### config.mk
export PLATFORM = sky130hd
export DESIGN_NAME = fixmul_pipe
export DESIGN_NICKNAME = d
export VERILOG_FILES = /design/src/rtl/fixmul_pipe.sv
export SDC_FILE = /design/constraint.sdc
export NUM_CORES = 2
export LEC_CHECK = 0
export BUFFER_PORTS_ARGS = -buffer_cell sky130_fd_sc_hd__buf_2
export CELL_PAD_IN_SITES_DETAIL_PLACEMENT = 0
export CELL_PAD_IN_SITES_GLOBAL_PLACEMENT = 1
export CORE_MARGIN = 2
export CORE_UTILIZATION = 56
export DETAILED_ROUTE_END_ITERATION = 8
export PLACE_DENSITY = 0.95
export SETUP_SLACK_MARGIN = 0.02
export SKIP_LAST_GASP = 1
export SLEW_MARGIN = 20
export SYNTH_ARGS = -nofsm -noshare
export SYNTH_HDL_FRONTEND = slang
export SYNTH_SLANG_ARGS = --single-unit
### constraint.sdc
create_clock -name clock -period 3.6 [get_ports clock]
set_clock_uncertainty 0.05 [all_clocks]
set_input_delay 1.08 -clock clock [delete_from_list [all_inputs] [get_ports clock]]
set_output_delay 1.08 -clock clock [all_outputs]
set_load 0.02 [all_outputs]
### src/rtl/fixmul_pipe.sv
// Pipelined signed fixed-point multiplier with selectable rounding and overflow counting.
// Define FIXMUL_SAT_EN to clamp overflowing results instead of wrapping them.
module fixmul_pipe #(
    parameter int unsigned DATA_W     = 32,
    parameter int unsigned FRAC_BITS  = 10,
    parameter int unsigned STAGES     = 3,
    parameter int unsigned ROUND_MODE = 0
) (
    input  logic              clock,
    input  logic              reset_n,
    input  logic              in_valid,
    output logic              in_ready,
    input  logic [DATA_W-1:0] in_a,
    input  logic [DATA_W-1:0] in_b,
    output logic              out_valid,
    input  logic              out_ready,
    output logic [DATA_W-1:0] out_p,
    output logic              out_ovf,
    input  logic              ovf_clr,
    output logic [15:0]       ovf_count
);

    // One spare bit so the rounding add can never wrap the full product.
    localparam int unsigned PW = 2 * DATA_W + 1;

    logic signed [PW-1:0]     a_ext, b_ext, prod, rnd, sum, shifted;
    logic [DATA_W+1:0]        top;
    logic                     adv, ovf_next;
    logic [DATA_W-1:0]        p_next;

    logic [DATA_W-1:0]        p_q [STAGES];
    logic [STAGES-1:0]        valid_q, ovf_q;
    logic [15:0]              cnt_q;

    always_comb begin
        a_ext = PW'($signed(in_a));
        b_ext = PW'($signed(in_b));
        prod  = a_ext * b_ext;
        rnd   = '0;
        if (ROUND_MODE == 1) begin
            rnd = PW'(1) << (FRAC_BITS - 1);
        end else if (ROUND_MODE == 2 && prod[PW-1]) begin
            rnd = (PW'(1) << FRAC_BITS) - PW'(1);
        end
        sum      = prod + rnd;
        shifted  = sum >>> FRAC_BITS;
        // In range only when every bit from the result sign upward agrees.
        top      = shifted[PW-1:DATA_W-1];
        ovf_next = !((&top) || !(|top));
`ifdef FIXMUL_SAT_EN
        if (ovf_next) begin
            p_next = shifted[PW-1] ? {1'b1, {(DATA_W-1){1'b0}}} : {1'b0, {(DATA_W-1){1'b1}}};
        end else begin
            p_next = shifted[DATA_W-1:0];
        end
`else
        p_next = shifted[DATA_W-1:0];
`endif
    end

    assign adv       = out_ready || !out_valid;
    assign in_ready  = adv;
    assign out_valid = valid_q[STAGES-1];
    assign out_p     = p_q[STAGES-1];
    assign out_ovf   = ovf_q[STAGES-1];
    assign ovf_count = cnt_q;

    always_ff @(posedge clock or negedge reset_n) begin
        if (!reset_n) begin
            valid_q <= '0;
            ovf_q   <= '0;
            for (int i = 0; i < STAGES; i++) begin
                p_q[i] <= '0;
            end
        end else if (adv) begin
            valid_q[0] <= in_valid;
            ovf_q[0]   <= ovf_next;
            p_q[0]     <= p_next;
            for (int i = 1; i < STAGES; i++) begin
                valid_q[i] <= valid_q[i-1];
                ovf_q[i]   <= ovf_q[i-1];
                p_q[i]     <= p_q[i-1];
            end
        end
    end

    always_ff @(posedge clock or negedge reset_n) begin
        if (!reset_n) begin
            cnt_q <= '0;
        end else if (ovf_clr) begin
            cnt_q <= '0;
        end else if (out_valid && out_ready && out_ovf && cnt_q != 16'hFFFF) begin
            cnt_q <= cnt_q + 16'd1;
        end
    end

endmodule

# After elaboration in Yosys (flattened, before gate mapping)

Index checks and enable logic that the tools add are counted.

Bits in registers: 118
Word-level logic and storage cells: 22
Output and inout port bits: 51
Bits of input ports: 69

$mul: 1
Reductions and logical operators: 11
$add $sub $neg: 1
Mux-type cells: 2
Equal/unequal tests: 1

Operator list:

| cell                    | number |
|---|---|
| $mul A32 B32 Y64        | 1 |
| $mux W16                | 2 |
| $reduce_and A24 Y1      | 1 |
| $reduce_or A24 Y1       | 1 |
| $add A16 B1 Y16 const B | 1 |
| $ne A16 B16 Y1 const B  | 1 |
| $logic_and A1 B1 Y1     | 3 |
| $logic_not A1 Y1        | 3 |
| $logic_or A1 B1 Y1      | 2 |
| $reduce_bool A2 Y1      | 1 |

# Longest topological paths before layout

Depth after elaboration: 5
Gate-level depth with buffers: 32
Depth with buffers taken out: 30

# Least setup slack after synthesis

OpenSTA, ideal clock, no wires.

Path kind: input port to flip-flop
Start point: input port in_a[31]
End point: register ovf_q[0]
Stages on the path: 27
Buffers on the path: 1
Slack: -5.512 ns
Library setup time: 0.130 ns
Arrival time: 8.932 ns
Path through: clkbuf_1 nand2_1 inv_1 fa_1 fa_1 inv_1 fa_1 inv_1 fa_1 inv_1 fa_1 fa_1 fa_1 fa_1 inv_1 ha_1 a21oi_1 o211ai_1 a41oi_1 o21ai_0 a221oi_1 o21ai_1 and2_1 xnor2_1 or4_1 nor4_2 nor3_1

Longest elaborated chain between the ends: 5
Elaborated cells between the ends (all ways): 6

Ends and longest elaborated chain:

| item                            | RTL line | source |
|---|---|---|
| from (decl)                     | 13       | `input logic [DATA_W-1:0] in_a,` |
| $mul A32 B32 Y64 (*)            | 38       | `prod = a_ext * b_ext;` |
| $reduce_or A24 Y1               | 49       | `ovf_next = !((&top) \|\| !(\|top));` |
| $logic_not A1 Y1                | 49       |  |
| $logic_or A1 B1 Y1 (*)          | 49       |  |
| $logic_not A1 Y1 (*)            | 49       |  |
| to (signal assigned)            | 77       | `ovf_q[0] <= ovf_next;` |
| to (signal, indexed assignment) | 81       | `ovf_q[i] <= ovf_q[i-1];` |
| to (decl)                       | 32       | `logic [STAGES-1:0] valid_q, ovf_q;` |

Every way passes the cells marked *; elsewhere a longest branch is shown, timed or not.
A chain may end at the register's enable or synchronous reset.

# Final worst setup path

Same ends and word-level chain as after synthesis.

==> flow_summary.toml <==
[sta]
fmax_mhz = 119.7
holdWs_ns = 0.4075
rsz0062_at_grt = "true"
max-slew-margin-rel = 0.3730
fin_crit_ns = 8.353
setup_viol = 33
timing.final.crit_share = 2.320
hold_viol = 0
finalWorstSetupSlack_ns = -4.753
tightest_slew_ns = 0.9405
final-max-slew-violation-count = 0

[final_layout]
layout_common_cells = "fa_1, inv_1, nand2_1, and2_1, buf_4"
fin_cells = 5927
post-route-cell-area_sq_um = 50860
fill_cells = 5089
synthToLayoutAreaGrowth_pct = 22.69
fin_nets = 6286
mostFrequentLayoutCell = "fa_1"
antennaDiodeCount = 0
layout-drive-gt1-share = 0.2329

[detailed_routing]
final_antenna_net_count = 0
via_count = 32720
drt_iter0_markers = 2315
wl_per_cell_um = 19.92
wl_um = 118100
drcViolationCount = 5
via_per_inst = 5.521
first_pass_iters = 9

[clock_network]
cts_max_path_buffers = 2
cts_sinks = 118
ctsHoldBuffers = 0
cts_buffers = 17
root_buffer = "clkbuf_16"
clkTransAtPathRegs_ns = 0.05
clock_latency_ns = 0.40
htreeDepth = 4
cts_tree = "built"

[synthesis]
synthCells = 4486
avgSynthCellArea_sq_um = 9.240
yosysUniqueCellTypes = 73
ys.warnings.count = 0
synth_top_area_cell = "fa_1"
synth-edff-count = 0
synth-seq-area-share = 0.07123
syn-num-nets = 5817
async_flop_share = 1.000
synthTopCellsByArea = "fa_1, inv_1, and2_1"
ys.flop_type = "dfrtp_1"
netlist.area_leader.share = 0.5221
netlist_area_sq_um = 41450
ys_seq_elements = 118

[floorplan]
die_w_um = 276.1
num_rows = 99
fp.dieH_um = 276.1
core_sq_um = 73080
start_util = 0.5672
dieArea_sq_um = 76210
io_pins = 120

[flow_run]
max-cap-violations = 0

[global_route]
overflow = 0
track_usage = 0.3151
grt_pass1_vias = 36410
antenna_found_initial = 0
grt_max_degree = 91
grt_pass1_wl_um = 190300

[critical_path]
crit_path_max_fanout = 10
setup.worst_path.class = "in2reg"
worst_path_max_delay_cell = "fa_2"
worstPathRequired_ns = 3.84
start_kind = "input port"
critPathCaptureType = "flop"
cpPeakStageDelay_ns = 0.62
crit_arrival_ns = 8.59

[place]
dpl.hpwl_um = 94600
io_buffer_count = 119
placed_area_sq_um = 46860
finalWeightedCongestion = 0.9729
dp_cells = 5800

[status]
violations = "design-rule violations, negative setup slack"
status = "finished with violations"

[worst_hold_path]
hold_class = "reg2reg"
repair_timing:
item                       CTS  global route
setup endpoints to repair   33            33
gates resized for setup    468           181
pin swaps                  241           196
setup buffers               65            32
gates cloned                 6             2
worst max-delay path: cells and delay by family:
kind	cells	cell delay, ns
AOI/OAI and AO/OA	3	0.89
adders and majority gates	9	4.53
buffers and inverters	8	1.07
and+or+nand+nor	7	1.00
Yosys cell counts (3+ instances only):
cell type / n
a2111o_1: 3
xnor2_1: 37
or3_1: 7
a31oi_1: 10
nor3_1: 21
a221oi_1: 4
fa_1: 1081
o31ai_1: 11
and4_1: 6
ha_1: 181
nor4_1: 14
nand3_1: 34
or2_2: 4
or4_1: 3
nand2_1: 729
o211ai_1: 13
o21bai_1: 8
clkbuf_1: 236
nand4_1: 26
a2111oi_0: 3
o21ai_0: 47
and2_1: 542
nor2_1: 112
buf_1: 6
o2111ai_1: 3
a21oi_1: 93
inv_1: 941
nand2b_1: 25
and3_1: 12
a21o_1: 15
a211oi_1: 7
xor2_1: 32
o31a_1: 3
o21a_1: 10
nor2b_1: 4
o21ai_1: 10
buf_4: 32
dfrtp_1: 118
flip-flops by register name (all words and copies together) (netlist names):
register	count
out_p	32
ovf_count	16
ovf_q	3
p_q	64
valid_q	3
logic make-up (layout without fill, tap and decap cells):
kind of cell / after synthesis / count (layout) / share of synthesized area
flip-flops: 118 / 118 / 0.07123
XOR/XNOR: 69 / 69 / 0.01458
AO/OA/AOI/OAI: 268 / 268 / 0.04117
adder cells (fa/ha/maj): 1262 / 1262 / 0.5767
buffers and inverters: 1217 / 1699 / 0.1131
AND/OR/NAND/NOR: 1549 / 1549 / 0.1824
multiplexers: 3 / 3 / 0.0007546
final timing paths:
path / startpoint / to / slack (ns) / depth (start not counted)
max in group asynchronous: reset_n / p_q[39]$_DFFE_PN0P_ / 2.02 / 2
worst min-delay path: out_p[27]$_DFFE_PN0P_ / out_p[27]$_DFFE_PN0P_ / 0.41 / 2
worst max register to register: ovf_count[7]$_DFFE_PN0P_ / ovf_count[11]$_DFFE_PN0P_ / 1.12 / 11
worst max-delay path: in_a[31] / ovf_q[0]$_DFFE_PN0P_ / -4.75 / 27
worst min register to register: out_p[27]$_DFFE_PN0P_ / out_p[27]$_DFFE_PN0P_ / 0.41 / 2
min in group asynchronous: reset_n / ovf_count[9]$_DFFE_PN0P_ / 0.68 / 1
metal layers:
layer	global-route usage	part of all wire	vias up	wire length, um
li1	-	-	14020	-
met1	0.3920	0.36	16820	42870
met2	0.5575	0.51	1460	60380
met3	0.03811	0.068	433	8072
met4	0.1342	0.057	0	6757
met5	0	0	-	0
stage by stage:
step                setup TNS [ns]  worst slack (ns)  utilization
finish                     -122.76            -4.753       0.6959
global route               -127.70            -5.075       0.6959
CTS                        -119.27            -4.669       0.6835
detailed placement         -142.12            -5.525       0.6412
global placement           -140.63            -5.393       0.6412
floorplan                  -107.42            -5.015            -
cell type report:
type | instances | area (sq um) | area share
multi-input cells | 3151 | 35780 | 0.7035
repair buffers | 725 | 6768 | 0.1331
inverters | 942 | 3552 | 0.06984
flip-flops and latches | 118 | 2953 | 0.05806
well taps | 959 | 1200 | 0.02359
clock buffers | 20 | 456.7 | 0.008980
clock inverters | 12 | 151.4 | 0.002977
Power is left out: the tool's default activity adds up to more than one toggle a clock period on the data nets, which glitch-free logic cannot reach.
